===== config.mk =====
export PLATFORM = sky130hd
export DESIGN_NAME = psram_rx_flat
export DESIGN_NICKNAME = d
export VERILOG_FILES = /design/src/rtl/psram_rx_if.sv /design/src/rtl/psram_rx.sv /design/src/flat_wrapper.sv
export SDC_FILE = /design/constraint.sdc
export NUM_CORES = 1
export LEC_CHECK = 0
export ABC_CLOCK_PERIOD_IN_PS = 3900
export CAP_MARGIN = 20
export CORE_MARGIN = 8
export CORE_UTILIZATION = 40
export CTS_CLUSTER_SIZE = 24
export DETAILED_ROUTE_END_ITERATION = 10
export PLACE_DENSITY = 0.56
export RECOVER_POWER = 100
export SLEW_MARGIN = 20
export SYNTH_ARGS = -nofsm -noshare
export SYNTH_HDL_FRONTEND = slang
export SYNTH_SLANG_ARGS = --single-unit
export TNS_END_PERCENT = 1

===== constraint.sdc =====
create_clock -name clk_i -period 3.9 [get_ports clk_i]
set_clock_uncertainty 0.2 [all_clocks]
set_input_delay 0.78 -clock clk_i [delete_from_list [all_inputs] [get_ports clk_i]]
set_output_delay 0.78 -clock clk_i [all_outputs]
set_load 0.03 [all_outputs]

===== src/rtl/psram_rx_if.sv =====
// PSRAM receive-path bundle: burst control, raw PSRAM pins, status and
// the word-stream read port. slave = the receiver, master = its driver.
interface psram_rx_if #(
  parameter int TMO_WIDTH = 8
);
  logic                 start_i;
  logic [7:0]           len_i;
  logic [TMO_WIDTH-1:0] tmo_i;
  logic                 psram_dqs_in_i;
  logic [7:0]           psram_io_in_i;
  logic                 busy_o;
  logic                 done_o;
  logic                 tmo_err_o;
  logic                 ovf_err_o;
  logic [31:0]          rdata_o;
  logic                 rvalid_o;
  logic                 rlast_o;
  logic                 rready_i;

  modport slave (
    input  start_i, len_i, tmo_i, psram_dqs_in_i, psram_io_in_i, rready_i,
    output busy_o, done_o, tmo_err_o, ovf_err_o, rdata_o, rvalid_o, rlast_o
  );

  modport master (
    output start_i, len_i, tmo_i, psram_dqs_in_i, psram_io_in_i, rready_i,
    input  busy_o, done_o, tmo_err_o, ovf_err_o, rdata_o, rvalid_o, rlast_o
  );
endinterface


===== src/rtl/psram_rx.sv =====
// PSRAM DDR read receiver: synchronises DQS/DQ, captures one byte per DQS
// edge, packs little-endian 32-bit words and queues them in a small FIFO.
module psram_rx #(
  parameter int FIFO_DEPTH = 4,
  parameter int TMO_WIDTH  = 8
) (
  input  logic clk_i,
  input  logic rst_n_i,
  psram_rx_if.slave bus
);
  localparam int AW = $clog2(FIFO_DEPTH);
  localparam int NUM_LANES = 4;

  localparam logic [1:0] S_IDLE = 2'd0;
  localparam logic [1:0] S_WAIT = 2'd1;
  localparam logic [1:0] S_CAPT = 2'd2;

  // Synchroniser: dqs_pipe[0]/[1] are the two capture stages, [2] is the
  // history tap used for edge detection.
  logic [2:0] dqs_pipe;
  logic [7:0] dq_s1, dq_s2;

  logic [1:0]                          state;
  logic [7:0]                          len_r;
  logic [TMO_WIDTH-1:0]                tmo_r;
  logic [7:0]                          byte_cnt;
  logic [TMO_WIDTH-1:0]                tmo_cnt;
  logic [NUM_LANES-1:0][7:0]           asm_q;
  logic [NUM_LANES-1:0][7:0]           asm_nxt;
  logic                                push_pend;
  logic [31:0]                         push_word;
  logic                                push_last;
  logic                                tmo_err;
  logic                                ovf_err;

  logic [32:0] mem [FIFO_DEPTH];
  logic [AW:0] wr_ptr, rd_ptr;
  logic [32:0] head;

  logic                 dqs_edge, busy, start_acc, cap, last_byte, word_done;
  logic                 fin, tmo_hit;
  logic [1:0]           lane;
  logic [TMO_WIDTH-1:0] tmo_cnt_inc;
  logic                 empty, full, pop, push_ok, drop;

  assign dqs_edge    = dqs_pipe[1] ^ dqs_pipe[2];
  assign busy        = (state == S_WAIT) || (state == S_CAPT);
  assign start_acc   = bus.start_i && (state == S_IDLE) && (bus.len_i != 8'd0);
  // Edges arriving after the last byte of the burst are not captured.
  assign cap         = dqs_edge && busy && (byte_cnt != len_r);
  assign lane        = byte_cnt[1:0];
  assign last_byte   = ((byte_cnt + 8'd1) == len_r);
  assign word_done   = cap && ((lane == 2'd3) || last_byte);
  // Final word sits in push_pend for one cycle; that cycle is the done cycle.
  assign fin         = push_pend && push_last;
  assign tmo_cnt_inc = tmo_cnt + TMO_WIDTH'(1);
  assign tmo_hit     = busy && !dqs_edge && !fin && (tmo_r != '0) &&
                       (tmo_cnt_inc == tmo_r);

  // Byte lane steering: only the lane selected by byte_cnt takes the new byte.
  for (genvar l = 0; l < NUM_LANES; l++) begin : g_lane
    assign asm_nxt[l] = (cap && (lane == 2'(l))) ? dq_s2 : asm_q[l];
  end

  assign empty   = (wr_ptr == rd_ptr);
  assign full    = (wr_ptr[AW] != rd_ptr[AW]) &&
                   (wr_ptr[AW-1:0] == rd_ptr[AW-1:0]);
  assign pop     = !empty && bus.rready_i;
  // A pop in the same cycle frees the slot, so a full FIFO still accepts.
  assign push_ok = push_pend && (!full || pop);
  assign drop    = push_pend && full && !pop;
  assign head    = mem[rd_ptr[AW-1:0]];

  assign bus.busy_o    = busy;
  assign bus.done_o    = fin;
  assign bus.tmo_err_o = tmo_err;
  assign bus.ovf_err_o = ovf_err;
  assign bus.rvalid_o  = !empty;
  assign bus.rdata_o   = empty ? 32'd0 : head[31:0];
  assign bus.rlast_o   = !empty && head[32];

  // Two-stage synchroniser for DQS and DQ plus DQS history tap.
  always_ff @(posedge clk_i) begin
    if (!rst_n_i) begin
      dqs_pipe <= '0;
      dq_s1    <= '0;
      dq_s2    <= '0;
    end else begin
      dqs_pipe <= {dqs_pipe[1:0], bus.psram_dqs_in_i};
      dq_s1    <= bus.psram_io_in_i;
      dq_s2    <= dq_s1;
    end
  end

  // Burst FSM: arming, byte capture/word assembly, timeout and error flags.
  always_ff @(posedge clk_i) begin
    if (!rst_n_i) begin
      state     <= S_IDLE;
      len_r     <= '0;
      tmo_r     <= '0;
      byte_cnt  <= '0;
      tmo_cnt   <= '0;
      asm_q     <= '0;
      push_pend <= 1'b0;
      push_word <= '0;
      push_last <= 1'b0;
      tmo_err   <= 1'b0;
      ovf_err   <= 1'b0;
    end else begin
      push_pend <= 1'b0;
      case (state)
        S_IDLE: begin
          if (start_acc) begin
            state    <= S_WAIT;
            len_r    <= bus.len_i;
            tmo_r    <= bus.tmo_i;
            byte_cnt <= '0;
            tmo_cnt  <= '0;
            asm_q    <= '0;
            tmo_err  <= 1'b0;
            ovf_err  <= 1'b0;
          end
        end
        S_WAIT, S_CAPT: begin
          if (fin) begin
            state <= S_IDLE;
          end else if (tmo_hit) begin
            // Partial word is thrown away; a full word already queued in
            // push_pend still goes out this cycle.
            state   <= S_IDLE;
            tmo_err <= 1'b1;
            asm_q   <= '0;
          end else begin
            tmo_cnt <= dqs_edge ? '0 : tmo_cnt_inc;
            if (cap) begin
              state    <= S_CAPT;
              byte_cnt <= byte_cnt + 8'd1;
              if (word_done) begin
                push_pend <= 1'b1;
                push_word <= asm_nxt;
                push_last <= last_byte;
                asm_q     <= '0;
              end else begin
                asm_q <= asm_nxt;
              end
            end
          end
        end
        default: state <= S_IDLE;
      endcase
      if (drop) ovf_err <= 1'b1;
    end
  end

  // FIFO pointers; pop is independent of the burst FSM.
  always_ff @(posedge clk_i) begin
    if (!rst_n_i) begin
      wr_ptr <= '0;
      rd_ptr <= '0;
    end else begin
      if (push_ok) wr_ptr <= wr_ptr + 1'b1;
      if (pop)     rd_ptr <= rd_ptr + 1'b1;
    end
  end

  // FIFO storage: {rlast, word}. Contents are don't-care while empty.
  always_ff @(posedge clk_i) begin
    if (push_ok) mem[wr_ptr[AW-1:0]] <= {push_last, push_word};
  end
endmodule


===== src/flat_wrapper.sv =====
// flat-port wrapper written by rule: the top's interface ports become plain ports
module psram_rx_flat 
#(
  parameter int FIFO_DEPTH = 4,
  parameter int TMO_WIDTH  = 8
)
  (clk_i, rst_n_i, bus_start_i, bus_len_i, bus_tmo_i, bus_psram_dqs_in_i, bus_psram_io_in_i, bus_rready_i, bus_busy_o, bus_done_o, bus_tmo_err_o, bus_ovf_err_o, bus_rdata_o, bus_rvalid_o, bus_rlast_o);
  psram_rx_if #(.TMO_WIDTH(TMO_WIDTH)) bus_i ();
  input  logic clk_i;
  input  logic rst_n_i;
  input wire logic [$bits(bus_i.start_i)-1:0] bus_start_i;
  input wire logic [$bits(bus_i.len_i)-1:0] bus_len_i;
  input wire logic [$bits(bus_i.tmo_i)-1:0] bus_tmo_i;
  input wire logic [$bits(bus_i.psram_dqs_in_i)-1:0] bus_psram_dqs_in_i;
  input wire logic [$bits(bus_i.psram_io_in_i)-1:0] bus_psram_io_in_i;
  input wire logic [$bits(bus_i.rready_i)-1:0] bus_rready_i;
  output wire logic [$bits(bus_i.busy_o)-1:0] bus_busy_o;
  output wire logic [$bits(bus_i.done_o)-1:0] bus_done_o;
  output wire logic [$bits(bus_i.tmo_err_o)-1:0] bus_tmo_err_o;
  output wire logic [$bits(bus_i.ovf_err_o)-1:0] bus_ovf_err_o;
  output wire logic [$bits(bus_i.rdata_o)-1:0] bus_rdata_o;
  output wire logic [$bits(bus_i.rvalid_o)-1:0] bus_rvalid_o;
  output wire logic [$bits(bus_i.rlast_o)-1:0] bus_rlast_o;
  assign bus_i.start_i = bus_start_i;
  assign bus_i.len_i = bus_len_i;
  assign bus_i.tmo_i = bus_tmo_i;
  assign bus_i.psram_dqs_in_i = bus_psram_dqs_in_i;
  assign bus_i.psram_io_in_i = bus_psram_io_in_i;
  assign bus_i.rready_i = bus_rready_i;
  assign bus_busy_o = bus_i.busy_o;
  assign bus_done_o = bus_i.done_o;
  assign bus_tmo_err_o = bus_i.tmo_err_o;
  assign bus_ovf_err_o = bus_i.ovf_err_o;
  assign bus_rdata_o = bus_i.rdata_o;
  assign bus_rvalid_o = bus_i.rvalid_o;
  assign bus_rlast_o = bus_i.rlast_o;
  psram_rx #(.FIFO_DEPTH(FIFO_DEPTH), .TMO_WIDTH(TMO_WIDTH)) u_core (.clk_i(clk_i), .rst_n_i(rst_n_i), .bus(bus_i));
endmodule

### After elaboration in Yosys (flattened, before gate mapping)

Memory sizes are Yosys's and may differ from the RTL's. A register that Yosys moved wholly into a read port is not among the register bits.
Cells that the tools add are included.

| cells by class | value |
|---|---|
| add/sub/neg operators | 4 |
| equal/unequal tests | 18 |
| mux-type cells | 36 |
| bitwise gates (word level) | 6 |
| reduce and logical (&&, ||, !) cells | 45 |

Operators with widths:

| operator | number |
|---|---|
| $mux 32 | 6 |
| $mux 8 | 11 |
| $pmux 32 s2 | 1 |
| $pmux 8 s2 | 2 |
| $logic_and 1x1->1 | 20 |
| $add 8x1->8 const B | 2 |
| $eq 8x8->1 | 2 |
| $reduce_bool 8->1 | 2 |
| $mux 2 | 6 |
| $reduce_and 4->1 | 3 |
| $reduce_and 5->1 | 2 |
| $mux 1 | 8 |
| $ne 8x8->1 | 1 |
| $add 3x1->3 const B | 2 |
| $eq 2x2->1 const B | 3 |
| $ne 2x1->1 const B | 3 |
| $reduce_and 2->1 | 3 |
| $reduce_bool 2->1 | 3 |
| $logic_not 1->1 | 5 |
| $not 1->1 | 5 |
| $reduce_or 5->1 | 1 |
| $eq 2x1->1 const B | 2 |
| $logic_not 2->1 | 2 |
| $ne 2x2->1 const B | 2 |
| 10 further kinds | 12 |

| storage, ports and cells | value |
|---|---|
| register bits | 127 |
| RAM bits | 132 |
| output and inout port bits | 38 |
| word-level logic and storage cells | 129 |
| memories | 1 |

Memory list:

| memory | words | bits a word | read ports | clocked after Yosys merged registers in | write ports | RTL line | text |
|---|---|---|---|---|---|---|---|
| u_core.mem | 4 | 33 | 1 | 1 | 1 | psram_rx.sv:36 | `logic [32:0] mem [FIFO_DEPTH];` |

### Depth between registers and ports, before layout

Gate-level depths: netlist of the first run.

| logic depth | value |
|---|---|
| word-level depth | 11 |
| depth in mapped cells | 11 |
| mapped depth without buffers | 9 |

### Least setup slack after synthesis of the first run

No wires, ideal clock.

| path | value |
|---|---|
| kind | in2reg |
| start point | input bus_rready_i |
| end point | memory u_core.mem[3][0], enable pin |
| arrival | 2585 ps |
| required time | 3274 ps |
| setup slack | 689 ps |
| stages | 4 |
| path buffers | 1 |
| cell sequence | nor3_1 > nand2b_1 > clkbuf_1 > nor2_1 |

| on the way | value |
|---|---|
| cells in the longest elaborated chain, start to end | 5 |

Ends and longest elaborated chain:

| item | RTL line | text |
|---|---|---|
| start: declaration | flat_wrapper.sv:16 | `input wire logic [$bits(bus_i.rready_i)-1:0] bus_rready_i;` |
| $logic_and 1x1->1 | psram_rx.sv:68 | `assign pop = !empty && bus.rready_i;` |
| $logic_or 1x1->1 | psram_rx.sv:70 | `assign push_ok = push_pend && (!full \|\| pop);` |
| $logic_and 1x1->1 | psram_rx.sv:70 |  |
| $mux 1 | psram_rx.sv:168 | `if (push_ok) mem[wr_ptr[AW-1:0]] <= {push_last, push_word};` |
| $mux 1 (not written as such) | psram_rx.sv:168 |  |
| end: declaration | psram_rx.sv:36 |  |

No other way between the ends.

==> results of run 1 <==
## logic make-up after synthesis
group / synth area share (%)
flip-flops: 60.96
AND/OR/NAND/NOR: 11.35
AO/OA/AOI/OAI: 11.70
adder cells (fa/ha/maj): 1.398
multiplexers: 8.598
XOR/XNOR: 2.284
buffers and inverters: 3.717
## flip-flops by register name (all words and copies together) (netlist names), 2 cells and up, named ones only
| name | cells |
|---|---|
| u_core.len_r | 8 |
| u_core.dqs_pipe | 3 |
| u_core.dq_s1 | 8 |
| u_core.tmo_r | 8 |
| u_core.dq_s2 | 8 |
| u_core.state | 2 |
| u_core.byte_cnt | 8 |
| u_core.mem | 132 |
| u_core.wr_ptr | 3 |
| u_core.push_word | 32 |
| u_core.rd_ptr | 3 |
| u_core.asm_q | 32 |
| u_core.tmo_cnt | 8 |
## worst max-delay path by stage
stage,endpoint,depth (start not counted)
after floorplan,u_core.mem[3][0]$_DFFE_PP_,4
after global placement,u_core.tmo_cnt[5]$_SDFFE_PN0P_,10
after detailed placement,u_core.tmo_cnt[5]$_SDFFE_PN0P_,10
after CTS,bus_rdata_o[7],4
after global routing,bus_rdata_o[3],4
final,bus_rdata_o[3],4
## worst max-delay path: cells and delay by family (launching register included)
family	cells	cell delay (ns)
flip-flops	1	0.32
multiplexers	1	0.55
buffers and inverters	2	1.08
AND/OR/NAND/NOR	1	0.13
## where the power goes
part | total [mW] | switching (mW) | internal, mW
clock network | 2.38 | 1.01 | 1.36
registers | 2.91 | 0.0278 | 2.88
logic | 0.268 | 0.159 | 0.110
## layer usage
| metal | track usage (%) | share of wire [%] | up-vias |
|---|---|---|---|
| met5 | 0 | 0 | - |
| met4 | 3.268 | 1.6 | 0 |
| met3 | 2.399 | 4.3 | 26 |
| met2 | 21.84 | 46 | 123 |
| met1 | 18.34 | 48 | 3217 |
| li1 | - | - | 3370 |
## area by class of cell
cell class	count	area [sq um]	share of cell area, %
clock buffer	37	723.2	5.730
tap	341	426.7	3.380
sequential	261	6548	51.87
multi-input combinational	521	3801	30.12
timing repair buffer	92	879.6	6.969
clock inverter	13	97.59	0.7732
inverter	39	146.4	1.160
## through the flow
step                cell area, sq um  instances  total power [mW]
floorplan                      10740        878             3.135
global route                   12620       1304             5.777
detailed placement             11850       1254             3.248
CTS                            12670       1304             5.638
finish                         12620       1304             5.558
global placement               11850       1254             3.246
## cells in the final DEF, fill, tap and decap left out, types with 10 or more instances in the layout
cell type                         count
sky130_fd_sc_hd__ha_1                12
sky130_fd_sc_hd__xnor2_1             20
sky130_fd_sc_hd__dlygate4sd3_1       10
sky130_fd_sc_hd__clkdlybuf4s50_1     56
sky130_fd_sc_hd__and2_0              13
sky130_fd_sc_hd__nand2_1             49
sky130_fd_sc_hd__nor2_1              52
sky130_fd_sc_hd__and2_1              19
sky130_fd_sc_hd__o21ai_0             14
sky130_fd_sc_hd__nand3_1             23
sky130_fd_sc_hd__nor2b_1             36
sky130_fd_sc_hd__mux2i_1             18
sky130_fd_sc_hd__nor3_1              12
sky130_fd_sc_hd__a311oi_1            32
sky130_fd_sc_hd__clkbuf_16           27
sky130_fd_sc_hd__mux4_2              33
sky130_fd_sc_hd__edfxtp_1           132
sky130_fd_sc_hd__and3_1              11
sky130_fd_sc_hd__a21oi_1             77
sky130_fd_sc_hd__buf_4               11
sky130_fd_sc_hd__inv_1               39
sky130_fd_sc_hd__o22ai_1             25
sky130_fd_sc_hd__clkbuf_1            13
sky130_fd_sc_hd__dfxtp_1            128
==> results.ini, run 1 <==
[floorplanning]
floorplan.die.width_um = 179.9
starting_utilization_of_the_core_area_pct = 40.30
num_rows = 60
io_pins = 67
die_h_um = 179.9
coreArea_sq_mm = 0.02665
fp.dieArea_sq_mm = 0.03235

[clock_tree]
cts_htree_levels = 1
tritoncts.num_buffers = 27
ctsLongestPathBuffers = 3
cts_setup_buffers = 0
cts_repair_resize_count = 0
cts-root-buf = sky130_fd_sc_hd__clkbuf_16
clk_pin_slew_ns = 0.06
post_cts_hold_buffer_count = 0
clock_tree_from_tritoncts = yes
clkLatencyLatePin_ns = 0.53
clkSinkCount = 261

[timing]
timing_hold_violations_final = 0
setup_slack_ns = 0.2762
maxClockFrequency_mhz = 276.0
post-route-min-period_ns = 3.624
fin_setup_tns_ns = 0
finalHoldWorstSlack_ns = 0.2339
report.final.slew_viol_count = 123
grt_setup_unrepaired = false
tightestPinTransition_ns = 1.911
setup-violations-final = 0
max-slew-margin-rel_pct = -27.41
min_period_over_period_pct = 92.92

[detailed_routing]
dr_wl_cell_um = 16.81
post-route-drc-count = 0
drt-initial-drc-count = 407
via_per_inst = 5.166
ant_nets = 0
route.vias.total = 6736
detail_route.first_pass.iterations = 4
postRouteWirelength_mm = 21.92

[synthesis]
synth_warnings = 0
post_synth_most_frequent_cells = 132 x sky130_fd_sc_hd__edfxtp_1, 129 x sky130_fd_sc_hd__dfxtp_1, 78 x sky130_fd_sc_hd__a21oi_1
yosysMostFrequentCell = sky130_fd_sc_hd__edfxtp_1
synth_enable_flop_cells = 132
synth.yosys.seq_area_share_pct = 60.96
synth_top_area_cell = sky130_fd_sc_hd__edfxtp_1
syn_area_per_cell_sq_um = 12.23
synth_cell_type_count = 55
synthesized_instance_count = 878
syn_area_sq_mm = 0.01074
synth-async-reset-ratio_pct = 0
synth.top_cell.area_share_pct = 36.91
synth.top_cells.by_area = sky130_fd_sc_hd__edfxtp_1 37%, sky130_fd_sc_hd__dfxtp_1 24%, sky130_fd_sc_hd__mux4_2 6.9%
synth_seq_cells = 261
mappedNetlistNets = 919
synthFlopType = sky130_fd_sc_hd__edfxtp_1

[critical_path]
rr_startpoint = u_core.byte_cnt[0]$_SDFFE_PN0P_
timing.reg2reg.worst_path_depth = 10
crit_type = reg -> out
timing.rr.end = u_core.asm_q[22]$_SDFFE_PN0P_
crit_path_max_incr_delay_ns = 0.68
path_cells = buf_6 -> mux4_2 -> nor2b_1 -> dlygate4sd3_1
element_type_at_the_critical_path_start = register
arrival_ns = 2.64
worstPathMaxFanout = 33
critPathRequiredTime_ns = 2.92
rrSetupSlack_ns = 0.46
cp_slowest_cell = sky130_fd_sc_hd__dlygate4sd3_1
worst_setup_path_end_kind = output pin

[finish]
layout.core_utilization_pct = 47.36
nNetsFinal = 983
fillCellCount = 2389
antenna_cells = 0
post_route_cells_drive_above_1_share_pct = 10.59
area_delta_synth_final_pct = 17.53

[power]
max-vdd-ir-drop_mv = 0.2704
power_per_cell_area_mw_per_mm2 = 440.3
power.leakage_nw = 4.243

[grt]
grt_pass1_wl_mm = 36.14
grt_overflow = 0
grt_max_degree = 72
vias_in_the_first_global_route = 6674
antenna_found_initial = 0
grt.total_usage_pct = 13.42

[placed_design]
place_congestion = 0.8094
place.port_buffers = 66
placement.setup.worst_slack_ns = 0.3838
detailedPlacementHpwl_mm = 14.22

[run_status]
run_status = finished, violations left
violations = max-capacitance violations, max-slew violations

[hold_path]
hold_end = u_core.dq_s2[7]$_SDFF_PN0_
hold_path_class = reg -> reg
min_path_cells = 1
worstHoldStart = u_core.dq_s1[7]$_SDFF_PN0_

[run]
max-cap-violations = 2

No activity file was read; power rests on OpenSTA's default activity.
==> run 2, diff against run 1 <==
--- a/config.mk
+++ b/config.mk
@@ -5,7 +5,7 @@
 export SDC_FILE = /design/constraint.sdc
 export NUM_CORES = 1
 export LEC_CHECK = 0
-export ABC_CLOCK_PERIOD_IN_PS = 3900
+export ABC_CLOCK_PERIOD_IN_PS = 3400
 export CAP_MARGIN = 20
 export CORE_MARGIN = 8
 export CORE_UTILIZATION = 40
==> constraint.sdc (replaced) <==
create_clock -name clk_i -period 3.4 [get_ports clk_i]
set_clock_uncertainty 0.2 [all_clocks]
set_input_delay 0.68 -clock clk_i [delete_from_list [all_inputs] [get_ports clk_i]]
set_output_delay 0.68 -clock clk_i [all_outputs]
set_load 0.03 [all_outputs]
==> run 2 against run 1 <==
The flow still finishes with violations (max-capacitance violations, max-slew violations). Combinational power is 16% higher. Flip-flop and latch count unchanged. Via count decreased by 0.53%. Non-clock buffer count increased by 10. Cell count increased by 0.92%. Largest power group unchanged.
==> results.ini, run 2 (synthesis results as in run 1) <==
[placed_design]
place.port_buffers = 66
detailedPlacementHpwl_mm = 14.41
placed_cell_area_sq_mm = 0.01201
place_congestion = 0.7933

[timing]
grt_setup_unrepaired = false
max-slew-margin-rel_pct = -5.380
min_period_over_period_pct = 96.32
report.final.slew_viol_count = 72
timing_hold_violations_final = 0
fin_setup_tns_ns = 0
maxClockFrequency_mhz = 305.4
tightestPinTransition_ns = 1.581
post-route-min-period_ns = 3.275
setup-violations-final = 0

[grt]
grt.total_usage_pct = 13.37
grt_util_met3_pct = 2.419
grt_pass1_wl_mm = 36.12
globalRouteMet1Util_pct = 18.57
antenna_found_initial = 0
busiest_layer = met2
vias_in_the_first_global_route = 6652
gr-usage-met2_pct = 21.52
grt_overflow = 0
grt_max_degree = 72

[run_status]
violations = max-capacitance violations, max-slew violations
run_status = finished, violations left

[floorplanning]
num_rows = 60
floorplan.die.width_um = 179.9
io_pins = 67
fp.dieArea_sq_mm = 0.03235
starting_utilization_of_the_core_area_pct = 40.30
coreArea_sq_mm = 0.02665
die_h_um = 179.9

[clock_tree]
tritoncts.num_buffers = 28
cts_setup_buffers = 0
clock_tree_from_tritoncts = yes
cts_htree_levels = 1
clkSinkCount = 261
ctsLongestPathBuffers = 3
clkLatencyLatePin_ns = 0.54
cts-root-buf = sky130_fd_sc_hd__clkbuf_16
clk_pin_slew_ns = 0.06

[critical_path]
crit_type = reg -> out
timing.reg2reg.worst_path_depth = 9
element_type_at_the_critical_path_start = register
timing.rr.end = u_core.tmo_cnt[5]$_SDFFE_PN0P_
critPathRequiredTime_ns = 2.52
arrival_ns = 2.39
rr_startpoint = u_core.tmo_cnt[1]$_SDFFE_PN0P_
rrSetupSlack_ns = 0.31
worstPathMaxFanout = 33
worst_setup_path_end_kind = output pin

[finish]
largest_register_ff_count = 132
most_frequent_cells_in_the_layout = 132 x sky130_fd_sc_hd__edfxtp_1, 128 x sky130_fd_sc_hd__dfxtp_1, 77 x sky130_fd_sc_hd__a21oi_1, 52 x sky130_fd_sc_hd__nor2_1, 49 x sky130_fd_sc_hd__nand2_1
post_route_cells_drive_above_1_share_pct = 12.62
fin_area_sq_mm = 0.01266
nNetsFinal = 994
area_delta_synth_final_pct = 17.88
antenna_cells = 0
layout_commonest_cell = sky130_fd_sc_hd__edfxtp_1

[detailed_routing]
via_per_inst = 5.091
detail_route.first_pass.iterations = 4
ant_nets = 0
postRouteWirelength_mm = 21.97
route.vias.total = 6700
drt-initial-drc-count = 386
dr_wl_cell_um = 16.69
post-route-drc-count = 0

[hold_path]
hold_path_class = reg -> reg
worstHoldStart = u_core.dq_s1[0]$_SDFF_PN0_
min_path_cells = 1
hold_end = u_core.dq_s2[0]$_SDFF_PN0_

[power]
power_per_cell_area_mw_per_mm2 = 521.7
max-vdd-ir-drop_mv = 0.3041
power.leakage_nw = 4.310

[run]
max-cap-violations = 1

## run 2: routing by layer
| metal | wire [um] | up-vias |
|---|---|---|
| met5 | 0 | - |
| met4 | 265 | 0 |
| met3 | 923 | 26 |
| met2 | 9889 | 97 |
| met1 | 10890 | 3180 |
| li1 | - | 3397 |
## run 2: how the worst max path moves through the flow
| stage | start | endpoint | slack, ns | cells after the start |
|---|---|---|---|---|
| after detailed placement | bus_len_i[3] | u_core.tmo_cnt[5]$_SDFFE_PN0P_ | 0.06 | 8 |
| after CTS | register | bus_rdata_o[17] | 0.0007 | 4 |
| after global placement | bus_len_i[3] | u_core.tmo_cnt[5]$_SDFFE_PN0P_ | 0.08 | 8 |
| after floorplan | bus_rready_i | u_core.mem[3][0]$_DFFE_PP_ | 0.29 | 4 |
| after global routing | register | bus_rdata_o[28] | 0.02 | 4 |
| final | register | bus_rdata_o[28] | 0.13 | 4 |
## run 2: layout make-up
| cell class | instances | area, sq um |
|---|---|---|
| clock buffers | 43 | 820.8 |
| well taps | 341 | 426.7 |
| flip-flops and latches | 261 | 6548 |
| inverters | 39 | 146.4 |
| repair buffers | 102 | 795.8 |
| multi-input cells | 521 | 3820 |
| fillers | 2429 | 13990 |
| clock inverters | 9 | 102.6 |
## run 2: repair_timing
action                                  in CTS  in global routing
endpoints found under the setup margin       3                 43
gates resized for setup                      3                 29
endpoints found under the hold margin        0                  0
hold buffers                                 0                  0
## run 2: per-stage QoR
stage	instances	setup WS [ns]	util, %	total power, mW	hold slack, ns
detailed placement	1264	0.06432	45.05	3.727	0.2184
CTS	1316	0.0007492	48.50	6.702	0.2303
finish	1316	0.1251	47.50	6.605	0.2316
global route	1316	0.01659	47.50	6.836	0.2478
floorplan	878	0.2890	-	3.596	0.2119
global placement	1264	0.08265	45.05	3.725	0.2188
## run 2: critical path, stage by stage, from the launching register on
cell and delay, ns:
sky130_fd_sc_hd__dfxtp_2 0.34, sky130_fd_sc_hd__buf_12 0.25, sky130_fd_sc_hd__mux4_2 0.53, sky130_fd_sc_hd__nor2b_1 0.13
sky130_fd_sc_hd__clkdlybuf4s50_1 0.59
## run 2: report_power, final
part / switching (mW) / leakage, nW / internal, mW / total (mW)
Clock: 1.21 / 0.445 / 1.75 / 2.95
Sequential: 0.0318 / 2.26 / 3.31 / 3.34
Combinational: 0.182 / 1.61 / 0.129 / 0.311
